--- config.mk ---
export PLATFORM = sky130hd
export DESIGN_NAME = gcm_result_streamer
export DESIGN_NICKNAME = d
export VERILOG_FILES = /design/src/rtl/gcm_result_streamer.sv
export SDC_FILE = /design/constraint.sdc
export NUM_CORES = 1
export LEC_CHECK = 0
export BUFFER_PORTS_ARGS = -buffer_cell sky130_fd_sc_hd__buf_2
export CAP_MARGIN = 5
export CORE_MARGIN = 3
export CORE_UTILIZATION = 55
export CTS_CLUSTER_DIAMETER = 80
export CTS_CLUSTER_SIZE = 16
export DETAILED_ROUTE_END_ITERATION = 16
export PLACE_DENSITY = 0.85
export SYNTH_ARGS = -nofsm -noshare
export SYNTH_HDL_FRONTEND = slang
export SYNTH_SLANG_ARGS = --single-unit
--- constraint.sdc ---
create_clock -name clk -period 5.45 [get_ports clk]
set_input_delay 0.545 -clock clk [delete_from_list [all_inputs] [get_ports clk]]
set_output_delay 0.545 -clock clk [all_outputs]
set_load 0.02 [all_outputs]
--- src/rtl/gcm_result_streamer.sv ---
// gcm_result_streamer: captures the GCM ciphertext and tag on their ready edges and
// streams them as one OUT_W-bit valid/ready frame (ciphertext beats, then tag beats).
module gcm_result_streamer #(
  parameter int OUT_W = 8
) (
  input  logic             clk,
  input  logic             i_reset_n,
  input  logic             i_cp_ready,
  input  logic [0:127]     i_cipher_text,
  input  logic             i_tag_ready,
  input  logic [0:127]     i_tag,
  output logic [OUT_W-1:0] o_data,
  output logic             o_valid,
  input  logic             i_ready,
  output logic             o_last,
  output logic             o_busy,
  output logic             o_overrun
);
  localparam int NBEATS = 128 / OUT_W;
  localparam int BW = $clog2(NBEATS);
  typedef enum logic [1:0] {IDLE, SEND_CT, WAIT_TAG, SEND_TAG} state_t;
  state_t state_q, state_d;
  logic cp_q, tag_q, pend_q, pend_d, ovr_q, ovr_d;
  logic [BW-1:0] beat_q, beat_d;
  logic [0:127] ct_q, ct_d, tg_q, tg_d;
  logic [OUT_W-1:0] data_q, data_d;
  logic valid_q, valid_d, last_q, last_d;
  logic cp_rise, tag_rise, tag_block, accept, final_beat;
  assign cp_rise    = i_cp_ready & ~cp_q;
  assign tag_rise   = i_tag_ready & ~tag_q;
  assign tag_block  = pend_q || state_q == SEND_TAG;
  assign accept     = valid_q && i_ready;
  assign final_beat = beat_q == BW'(NBEATS - 1);
  always_comb begin
    state_d = state_q;
    beat_d  = beat_q;
    ct_d    = ct_q;
    tg_d    = tg_q;
    pend_d  = pend_q;
    ovr_d   = ovr_q | (cp_rise && state_q != IDLE) | (tag_rise && tag_block);
    if (tag_rise && !tag_block) begin
      tg_d   = i_tag;
      pend_d = 1'b1;
    end
    unique case (state_q)
      IDLE:
        if (cp_rise) begin
          state_d = SEND_CT;
          beat_d  = '0;
          ct_d    = i_cipher_text;
        end
      SEND_CT:
        if (accept) begin
          beat_d = final_beat ? '0 : beat_q + BW'(1);
          if (final_beat) state_d = pend_d ? SEND_TAG : WAIT_TAG;
        end
      WAIT_TAG:
        if (pend_d) state_d = SEND_TAG;
      SEND_TAG:
        if (accept) begin
          beat_d = final_beat ? '0 : beat_q + BW'(1);
          if (final_beat) begin
            state_d = IDLE;
            pend_d  = 1'b0;
          end
        end
      default: state_d = IDLE;
    endcase
    // outputs are registered from next-state values so beat 0 appears the cycle after the edge
    valid_d = state_d == SEND_CT || state_d == SEND_TAG;
    data_d  = state_d == SEND_CT  ? ct_d[int'(beat_d) * OUT_W +: OUT_W] :
              state_d == SEND_TAG ? tg_d[int'(beat_d) * OUT_W +: OUT_W] : '0;
    last_d  = state_d == SEND_TAG && beat_d == BW'(NBEATS - 1);
  end
  always_ff @(posedge clk or negedge i_reset_n) begin
    if (!i_reset_n) begin
      state_q <= IDLE;
      cp_q    <= 1'b0;
      tag_q   <= 1'b0;
      pend_q  <= 1'b0;
      ovr_q   <= 1'b0;
      beat_q  <= '0;
      ct_q    <= '0;
      tg_q    <= '0;
      data_q  <= '0;
      valid_q <= 1'b0;
      last_q  <= 1'b0;
    end else begin
      state_q <= state_d;
      cp_q    <= i_cp_ready;
      tag_q   <= i_tag_ready;
      pend_q  <= pend_d;
      ovr_q   <= ovr_d;
      beat_q  <= beat_d;
      ct_q    <= ct_d;
      tg_q    <= tg_d;
      data_q  <= data_d;
      valid_q <= valid_d;
      last_q  <= last_d;
    end
  end
  assign o_data    = data_q;
  assign o_valid   = valid_q;
  assign o_last    = last_q;
  assign o_busy    = state_q != IDLE || pend_q;
  assign o_overrun = ovr_q;
endmodule

# ---- Yosys cells after proc, flatten, opt, wreduce, memory -nomap -nowiden
# Cells that the tools add are included.
# W data, S select, Z words.
dict set report totals {
  in_bits 261
  latch_bits 0
  ram_bits 0
  regBits 276
  mem_bits_ro 0
  output_inout_bits 12
  mem_count 0
}
dict set report classes {
  multipliers 0
  n_lt_le_gt_ge 0
  mux 21
  bitwise 7
  div_mod_pow 0
  addsub 1
  n_reduce_logical 12
  eq_ne 7
  n_shift 2
}
# cell n
set op_table {}
lappend op_table {{$mux W128} 3}
lappend op_table {{$shiftx A128 B32 Y129} 2}
lappend op_table {{$not A7 Y32} 1}
lappend op_table {{$mux W8} 2}
lappend op_table {{$mux W2} 6}
lappend op_table {{$mux W4} 3}
lappend op_table {{$eq A4 B4 Y1 const B} 2}
lappend op_table {{$pmux W2 S4} 1}
lappend op_table {{$pmux W4 S2} 1}
lappend op_table {{$eq A2 B2 Y1 const B} 3}
lappend op_table {{$logic_and A1 B1 Y1} 5}
lappend op_table {{$mux W1} 5}
lappend op_table {{$add A4 B1 Y4 const B} 1}
lappend op_table {{$eq A2 B1 Y1 const B} 2}
lappend op_table {{$logic_or A1 B1 Y1} 3}
lappend op_table {{$and A1 B1 Y1} 2}
lappend op_table {{$logic_not A2 Y1} 1}
lappend op_table {{$not A1 Y1} 2}
lappend op_table {{$or A1 B1 Y1} 2}
lappend op_table {{$reduce_bool A2 Y1} 1}
lappend op_table {{$reduce_or A2 Y1} 1}
lappend op_table {{$logic_not A1 Y1} 1}

# ---- Logic depth before layout (Yosys ltp)
# Gate-level depths: netlist (run 1).
dict set report depth {
  ltp_word 12
  mapped_depth 12
  depth_no_buf 9
}

# ---- Worst setup path before layout (run 1)
# No wires, ideal clock.
dict set report synth_path {
  path_kind {register to register}
  start {register beat_q[0]}
  end {register data_q[1], in the netlist o_data[1]}
  setup_time_ns 0.136
  synth_period_minus_slack_ns 2.442
  n_path_buf 2
  arrival_ns 2.306
  required_time_ns 5.314
  slack_ns 3.008
  path_stages_with_launch 12
  path_cell_list {dfrtp_1 > ha_1 > a31oi_1 > mux2i_4 > or2_1 > buf_4 > inv_6 > buf_6 > mux2_1 > a22o_1 > o21ai_1 > o211ai_1}
}
dict set report synth_between {
  elab_chain_cells 8
}
# item line
set synth_lines {}
lappend synth_lines {{from (decl)} 24} ;# logic [BW-1:0] beat_q, beat_d;
lappend synth_lines {{from (signal assigned)} 94} ;# beat_q <= beat_d;
lappend synth_lines {{$add A4 B1 Y4 or $eq A4 B4 Y1 (tied branches)} {54, 61, 33}}
lappend synth_lines {{$mux W4} {54, 61}}
lappend synth_lines {{$mux W4} {53, 60}}
lappend synth_lines {{$pmux W4 S2} 45} ;# unique case (state_q)
lappend synth_lines {{$not A7 Y32 (implied by the code)} {71, 72}}
lappend synth_lines {{$shiftx A128 B32 Y129} 72} ;# state_d == SEND_TAG ? tg_d[int'(beat_d) * OUT_W +: OUT_W] : '0;
lappend synth_lines {{$mux W8} 72}
lappend synth_lines {{$mux W8 *} 71} ;# data_d = state_d == SEND_CT ? ct_d[int'(beat_d) * OUT_W +: OUT_W] :
lappend synth_lines {{named net data_d[1]} 26} ;# logic [OUT_W-1:0] data_q, data_d;
lappend synth_lines {{to (signal assigned)} 97} ;# data_q <= data_d;
lappend synth_lines {{to (decl)} 26}
# Mark *: on every way through the listed nets, which the timed path passes. The rest lies on a longest branch.

# ---- Worst setup path after layout (run 1)
dict set report layout_path {
  start {register state_q[0]}
  end {register data_q[3], in the netlist o_data[3]}
}
dict set report layout_between {
  elab_chain_cells 12
}
# item line
set layout_lines {}
lappend layout_lines {{from (decl)} 22} ;# state_t state_q, state_d;
lappend layout_lines {{from (signal assigned)} 89} ;# state_q <= state_d;
lappend layout_lines {{parallel branches: the longest is 11 deep, another holds $shiftx A128 B32 Y129} -}
lappend layout_lines {{$mux W8 *} 71}
lappend layout_lines {{named net data_d[3]} 26}
# Mark *: on every way through the listed nets, which the timed path passes.

==> qor.yml, run 1 <==
hpwl_microns: 25700
rsz0062_at_grt: "false"
relSlewSlack_pct: 18.7
nFillCells: 1675
drt_pre_antenna_iters: 5
most-common-layout-cells: "dfrtp_1, buf_2, mux2_2, nand2_1, o211ai_1"
synth_edf_count: 0
initial_core_util_pct: 57.0
nets: 1561
hold_class: "in -> async"
ff2ff_setup_slack_ps: 1620
worst_pin_slew_ps: 1210
p_switching_mw: 3.44
vias: 9413
outcome: "completed"
multi_input_area_sq_mm: 0.00532
pin_count: 273
htreeDepth: 1
cts-root-buf: "clkbuf_16"
place_area_sq_mm: 0.0141
die-area_sq_mm: 0.0249
crit_required_ps: 5830
syn_inst: 1072
cp_data_arrival_time_ps: 4200
swShare_pct: 38.8
grt_pass1_vias: 9389
p_comb_share_pct: 47.0
first_iter_violations: 979
avgSynthCellArea_sq_um: 11.8
post_drt_via_cell_ratio: 5.95
wl_per_cell_microns: 22.3
p_per_area_mw_per_mm2: 607
grt-ovfl-total: 0
die_h_microns: 158
clock-skew-final_ps: 15.2
postCtsSetupRepairBufs: 0
drive_above_1_share_pct: 40.8
timing.final.crit_share_pct: 70.3
layout_commonest_cell: "dfrtp_1"
synth.distinct_cells: 44
wirelength_microns: 35200
finalSetupViolCount: 0
route.met3.wl_microns: 2860
internal-power_mw: 5.43
slew_viol_final: 0
rows: 54
crit_type: "reg -> reg"
track_usage_pct: 27.3
synth_flop_cell: "dfrtp_1"
grt_pass1_wl_microns: 52000
ys_seq_area_share_pct: 54.5
hold_viol_final: 0
grt_max_degree: 154
endpoint_kind: "flip-flop"
ir_worst_vdd_mv: 0.286
async_reset_ff_share_pct: 100
cts.sinks: 276
clk_latency_ps: 510
clk_pin_slew_ps: 70
p_clk_share_pct: 15.6
clockBufferDepth: 3
synthToLayoutAreaGrowth_pct: 15.3
cts_buffers: 21
setup_tns_ps: 0
syn_nets: 1334
cts.hold.buffers_added: 0
min_period_ps: 3830
p_leak_nw: 7.17
highest_layer: "met5"
start_kind: "flip-flop"
seqPwrFrac_pct: 37.4
cts_tree: "built"
cp_max_fo: 67
drtAntennaViolNets: 0
drcViolationCount: 0
drt-met1-wl_microns: 13900
final-seq-area_sq_mm: 0.00691
ys.warnings.count: 0
fmax_mhz: 261
final_area_sq_mm: 0.0146
die_x_microns: 158
dr_wl_met2_microns: 17000
syn_area_sq_mm: 0.0127
drv_cap: 0
ys_ff_latch: 276
antenna_found_initial: 5
postCtsResizedCells: 0
core_sq_mm: 0.0222
io_buffer_count: 272
gp_congestion: 0.911
==> flip-flops by register name (all words and copies together) (netlist names), 2 cells and up <==
| name | count |
|---|---|
| beat_q | 4 |
| ct_q | 128 |
| o_data | 8 |
| state_q | 2 |
| tg_q | 128 |
==> path summary, 6_finish.rpt <==
kind,start,to,cells past startpoint
worst min-delay path,i_reset_n,tg_q[83],1
max in group asynchronous,i_reset_n,ct_q[37],2
worst max-delay path,state_q[0],o_data[3],8
min in group clk,i_cp_ready,cp_q,1
worst min register to register,ct_q[122],ct_q[122],2
worst max register to register,state_q[0],o_data[3],8
==> Yosys cell counts (10+ instances only) <==
master,n,share of area [%]
dfrtp_1,276,54
nor2_1,39,1.2
buf_4,11,0.65
o211ai_1,56,3.3
buf_6,10,0.89
mux2i_1,33,2.6
a31oi_1,17,0.84
o22ai_1,16,0.79
clkbuf_1,33,0.98
buf_2,22,0.87
nand2_1,200,5.9
mux2_2,216,19
or3_1,49,2.4
==> layer usage <==
metal,vias to the layer above,GRT usage (%)
met5,-,0
met1,4591,36.2
met2,481,45.1
met4,2,10.9
met3,84,4.59
li1,4255,-
==> logic make-up after synthesis <==
family / count (synthesis) / share of synthesized area (%)
flops: 276 / 54.5
simple gates: 303 / 10.3
compound gates: 149 / 8.59
fa+ha+maj: 1 / 0.0987
buf+inv: 83 / 3.72
xor+xnor: 2 / 0.138
mux: 258 / 22.7
==> layout make-up <==
class                      count  share of cell area (%)
clock inverter                 1                   0.111
tap                          280                    2.40
multi-input combinational    713                    36.4
clock buffer                  21                    3.59
inverter                       5                   0.163
antenna                        4                  0.0685
sequential                   276                    47.2
timing repair buffer         282                    10.1
==> power by group through the flow <==
stage	clock network (mW)	registers [mW]	logic (mW)
after detailed placement	0	3.35	4.10
after global placement	0	3.29	4.02
after CTS	1.40	3.31	4.12
after floorplan	0	3.22	3.16
final	1.38	3.32	4.17
after global routing	1.47	3.39	4.50
==> per-stage QoR <==
| step | setup slack [ps] | utilization [%] | hold WS (ps) | power (mW) | cells |
|---|---|---|---|---|---|
| after floorplan | 3010 | - | 249 | 6.38 | 1072 |
| after global placement | 1560 | 63.3 | 453 | 7.31 | 1556 |
| after detailed placement | 1520 | 63.3 | 460 | 7.45 | 1556 |
| after CTS | 1640 | 65.7 | 151 | 8.84 | 1578 |
| after global routing | 1410 | 65.8 | 147 | 9.37 | 1582 |
| final | 1620 | 65.8 | 144 | 8.87 | 1582 |
==> worst max-delay path, stage by stage (launching register included) <==
cell      delay [ps]
dfrtp_1          620
nor2_1           140
and2_4           380
or2_1            380
inv_6            370
buf_4            730
mux2_2           410
a221oi_1         410
o211ai_1         130
No activity file was read; power rests on OpenSTA's default activity.
==> inputs of run 2 (changes only) <==
==> constraint.sdc (replaced) <==
create_clock -name clk -period 3.9 [get_ports clk]
set_input_delay 0.39 -clock clk [delete_from_list [all_inputs] [get_ports clk]]
set_output_delay 0.39 -clock clk [all_outputs]
set_load 0.02 [all_outputs]
==> qor.yml, run 2 (synthesis gave the netlist of run 1 again) <==
nFillCells: 1705
final_area_sq_mm: 0.0147
vias: 9301
grt_max_degree: 129
die_h_microns: 158
cts_buffers: 21
internal-power_mw: 7.60
swShare_pct: 38.5
relSlewSlack_pct: 14.5
die_x_microns: 158
wirelength_microns: 35000
p_comb_share_pct: 47.3
timing.final.crit_share_pct: 85.5
ir_worst_vdd_mv: 0.519
synthToLayoutAreaGrowth_pct: 15.8
slew_viol_final: 0
drcViolationCount: 0
setup_tns_ps: 0
finalSetupViolCount: 0
cpPeakStageDelay_ps: 710
die-area_sq_mm: 0.0249
crit_type: "reg -> reg"
hold_slack_ps: 70.0
first_iter_violations: 718
clock-skew-final_ps: 16.1
cts.sinks: 276
grt_pass1_wl_microns: 53200
drive_above_1_share_pct: 40.8
core_sq_mm: 0.0222
post_drt_via_cell_ratio: 5.87
postCtsResizedCells: 0
track_usage_pct: 27.9
postCtsSetupRepairBufs: 0
pin_count: 273
grt_pass1_vias: 9508
drtAntennaViolNets: 0
outcome: "completed"
min_period_ps: 3330
most-common-layout-cells: "dfrtp_1, buf_2, mux2_2, nand2_1, o211ai_1"
drv_cap: 0
htreeDepth: 1
power.total_mw: 12.4
initial_core_util_pct: 57.0
p_switching_mw: 4.75
slowest_stage: "inv_6"
cts-root-buf: "clkbuf_16"
gp_congestion: 0.894
p_leak_nw: 7.20
worst_pin_slew_ps: 1280
hpwl_microns: 25400
crit_required_ps: 4270
endpoint_kind: "flip-flop"
antenna_found_initial: 2
drt_pre_antenna_iters: 6
clk_pin_slew_ps: 70
p_per_area_mw_per_mm2: 841
seqPwrFrac_pct: 37.1
hold_class: "in -> reg"
rows: 54
grt-ovfl-total: 0
hold_viol_final: 0
cts_tree: "built"
clockBufferDepth: 3
io_buffer_count: 272
wl_per_cell_microns: 22.1
start_kind: "flip-flop"
layout_commonest_cell: "dfrtp_1"
place_area_sq_mm: 0.0141
crit_path_cell_trace: "ha_1 -> a31oi_1 -> mux2i_4 -> or2_1 -> inv_6 -> mux2_2 -> a221oi_1 -> o211ai_1"
cp_max_fo: 114
cp_data_arrival_time_ps: 3710
nets: 1566
clk_latency_ps: 510
rsz0062_at_grt: "false"
fmax_mhz: 300
p_clk_share_pct: 15.6
[run 2: cell types whose count changed in the layout (fill, tap and decap cells not counted), sizes merged]
| cell | before | now |
|---|---|---|
| diode | 4 | 1 |
| dlygate4sd3 | 0 | 3 |
| buf | 282 | 284 |
[run 2: critical path: cells and delay by family, from the launching register on]
family	cells	cell delay, ps
buffers and inverters	1	710
AND/OR/NAND/NOR	1	310
flip-flops	1	450
adder cells (fa/ha/maj)	1	270
AO/OA/AOI/OAI	3	770
multiplexers	2	620
[run 2: final timing paths]
check	startpoint	endpoint	slack, ps	depth (start not counted)
setup / recovery	beat_q[0]	o_data[1]	570	8
setup reg to reg	beat_q[0]	o_data[1]	570	8
min in group asynchronous	i_reset_n	tg_q[54]	560	2
hold reg to reg	ct_q[125]	ct_q[125]	470	2
max in group asynchronous	i_reset_n	ct_q[109]	2360	3
hold / removal	i_cipher_text[113]	ct_q[113]	70	3
[run 2: power groups by stage]
stage	Clock (mW)	Sequential (mW)	Combinational (mW)
2_1_floorplan	0	4.50	4.42
3_3_place_gp	0	4.56	5.64
3_5_place_dp	0	4.64	5.76
4_1_cts	1.96	4.59	5.81
5_1_grt	2.06	4.71	6.35
6_report	1.92	4.59	5.85
[run 2: cell type report]
cell class	instances	area, sq um	share of cell area, %
antenna	1	2.50	0.0170
clock buffer	21	526	3.58
clock inverter	1	16.3	0.111
inverter	5	23.8	0.162
multi-input combinational	713	5320	36.2
sequential	276	6910	47.0
tap	280	350	2.39
timing repair buffer	287	1540	10.5
[run 2: repair_timing]
| item | CTS | global route |
|---|---|---|
| hold endpoints to repair | 3 | 0 |
| hold buffers | 3 | 0 |
| setup endpoints to repair | 0 | 0 |
[run 2: per-layer routing]
metal  vias up  GRT usage [%]  routed length (microns)
met4         2           10.1                     1380
li1       4263              -                        -
met5         -              0                       13
met2       412           46.5                    16800
met1      4550           36.8                    14100
met3        74           5.06                     2670
[run 2: metrics by stage]
stage               setup slack (ps)  utilization (%)  cells
finish                           566             66.1   1584
floorplan                       1460                -   1072
global route                     342             66.1   1584
detailed placement               642             63.5   1558
global placement                 722             63.5   1558
CTS                              648             66.0   1583
==> inputs of run 3 (changes only) <==
--- a/config.mk
+++ b/config.mk
@@ -5,6 +5,7 @@
 export SDC_FILE = /design/constraint.sdc
 export NUM_CORES = 1
 export LEC_CHECK = 0
+export ABC_AREA = 1
 export BUFFER_PORTS_ARGS = -buffer_cell sky130_fd_sc_hd__buf_2
 export CAP_MARGIN = 5
 export CORE_MARGIN = 3
==> qor.yml, run 3 <==
gp_congestion: 0.898
reg2reg_from: "state_q[0]"
track_usage_pct: 28.6
finalSetupViolCount: 0
slew_viol_final: 0
yosys.area.top_type: "dfrtp_1"
multi_input_area_sq_mm: 0.00541
p_per_area_mw_per_mm2: 438
ff2ff_setup_slack_ps: 690
cpMostUsedCell: "nand2_1"
hold_depth: 1
drt_pre_antenna_iters: 6
syn_inst: 1939
grt_pass1_vias: 12700
relSlewSlack_pct: 18.2
synth.distinct_cells: 30
initial_core_util_pct: 56.8
nFillCells: 2114
reg2reg_depth: 13
drtAntennaViolNets: 0
r2r_end: "o_data[7]"
die_x_microns: 166
syn_area_sq_mm: 0.0140
first_iter_violations: 1509
post_drt_via_cell_ratio: 5.27
synthToLayoutAreaGrowth_pct: 14.1
synth_edf_count: 0
pin_count: 273
wl_per_cell_microns: 16.3
cp_max_fo: 243
ir_worst_vdd_mv: 0.335
swShare_pct: 32.5
die-area_sq_mm: 0.0274
min_period_ps: 3210
final-seq-area_sq_mm: 0.00691
wirelength_microns: 40200
avgSynthCellArea_sq_um: 7.23
die_h_microns: 166
grt-ovfl-total: 0
clockBufferDepth: 3
hpwl_microns: 28300
p_switching_mw: 2.28
ys.warnings.count: 0
p_clk_share_pct: 27.5
drcViolationCount: 0
syn_nets: 2201
core_sq_mm: 0.0247
seqPwrFrac_pct: 46.6
cp_data_arrival_time_ps: 3600
worstHoldStart: "i_cp_ready"
timing.final.crit_share_pct: 82.4
yosysMostFrequentCell: "nand2_1"
cpPeakStageDelay_ps: 580
synth_flop_cell: "dfrtp_1"
p_comb_share_pct: 25.9
endpoint_kind: "flip-flop"
setup_tns_ps: 0
layout_commonest_cell: "nand2_1"
drive_above_1_share_pct: 16.2
grt_pass1_wl_microns: 64600
grt_max_degree: 244
htreeDepth: 1
most-common-layout-cells: "nand2_1, inv_1, dfrtp_1, buf_2, nand3_1"
cts-root-buf: "clkbuf_16"
ys_seq_area_share_pct: 49.3
whs_endpoint: "cp_q"
hold_class: "in -> reg"
internal-power_mw: 4.73
hold_viol_final: 0
synthTopCellsByCount: "nand2_1, inv_1, dfrtp_1"
start_kind: "flip-flop"
postCtsSetupRepairBufs: 0
cts.hold.buffers_added: 1
power.total_mw: 7.01
rsz0062_at_grt: "false"
nets: 2406
antenna_found_initial: 0
cts_buffers: 21
slowest_stage: "dfrtp_1"
vias: 13000
fmax_mhz: 311
p_leak_nw: 9.33
clock-skew-final_ps: 15.6
crit_required_ps: 4280
cts_tree: "built"
antenna_cells: 0
postCtsResizedCells: 0
drv_cap: 0
synth_top_cell_area_share_pct: 49.3
clk_pin_slew_ps: 80
worst_pin_slew_ps: 1220
cts.sinks: 276
rows: 57
ys_ff_latch: 276
synthTopCellsByArea: "dfrtp_1, nand2_1, nand3_1"
async_reset_ff_share_pct: 100
crit_path_cell_trace: "nor2_4 -> nand2_8 -> buf_12 -> o21ai_2 -> nor2_4 -> buf_12 -> nand2_1 -> nand3_1 -> nand3_1 -> nand3_1 -> nand2_1 -> nand2_1 -> nand2_1"
clk_latency_ps: 510
outcome: "completed"
io_buffer_count: 272
crit_type: "reg -> reg"
## run 3: cell types whose count changed in the layout (fill, tap and decap cells not counted), moves of 56 or more
cell / delta
nand2_1: +621
inv_1: +306
nand3_1: +252
mux2_2: -216
o21ai_0: +70
o211ai_1: -56
## run 3: cell type report
type / instances / area share [%]
Inverter: 310 / 7.27
Tap cell: 324 / 2.53
Clock buffer: 21 / 3.28
Timing Repair Buffer: 287 / 9.84
Sequential cell: 276 / 43.2
Clock inverter: 1 / 0.102
Multi-Input combinational cell: 1248 / 33.8
## run 3: metal layers
metal	global-route usage [%]	part of all wire [%]
met3	4.58	9.0
met1	39.3	40
met5	0	0
met2	46.2	46
met4	10.6	4.2
## run 3: kinds of logic (layout without fill, tap and decap cells)
family | Yosys count | after routing | share of synthesized area [%]
simple gates | 1144 | 1144 | 34.4
buf+inv | 415 | 619 | 12.4
flops | 276 | 276 | 49.3
compound gates | 101 | 101 | 3.73
xor+xnor | 2 | 2 | 0.125
fa+ha+maj | 1 | 1 | 0.0893
## run 3: worst max path at each step
stage | end | start | cells past startpoint | slack [ps]
final | o_data[7] | state_q[0] | 13 | 690
after global routing | o_data[7] | state_q[0] | 13 | 440
after CTS | o_data[7] | state_q[0] | 13 | 760
after detailed placement | o_data[1] | state_q[0] | 12 | 820
after global placement | o_data[7] | state_q[0] | 13 | 890
after floorplan | o_data[5] | o_valid | 12 | 2020
## run 3: metrics by stage
| stage | hold WS [ps] | utilization (%) | instances | area [sq um] | worst slack, ps |
|---|---|---|---|---|---|
| floorplan | 94.4 | - | 1939 | 14000 | 2020 |
| global placement | 450 | 62.6 | 2444 | 15400 | 889 |
| detailed placement | 457 | 62.6 | 2444 | 15400 | 818 |
| CTS | 16.7 | 64.8 | 2467 | 16000 | 759 |
| global route | 27.3 | 64.8 | 2467 | 16000 | 440 |
| finish | 27.9 | 64.8 | 2467 | 16000 | 687 |
## run 3: power groups by stage
| stage | Sequential [mW] | Combinational (mW) | Clock [mW] |
|---|---|---|---|
| global placement | 3.30 | 1.75 | 0 |
| finish | 3.26 | 1.82 | 1.93 |
| detailed placement | 3.32 | 1.78 | 0 |
| CTS | 3.26 | 1.80 | 1.95 |
| floorplan | 3.31 | 1.23 | 0 |
| global route | 3.29 | 2.05 | 2.06 |
## run 3: worst max-delay path, delay by kind of cell, from the launching register on
kind                   cells  cell delay, ps
flip-flops                 1             580
buffers and inverters      2            1000
AO/OA/AOI/OAI              1             150
AND/OR/NAND/NOR           10            1280
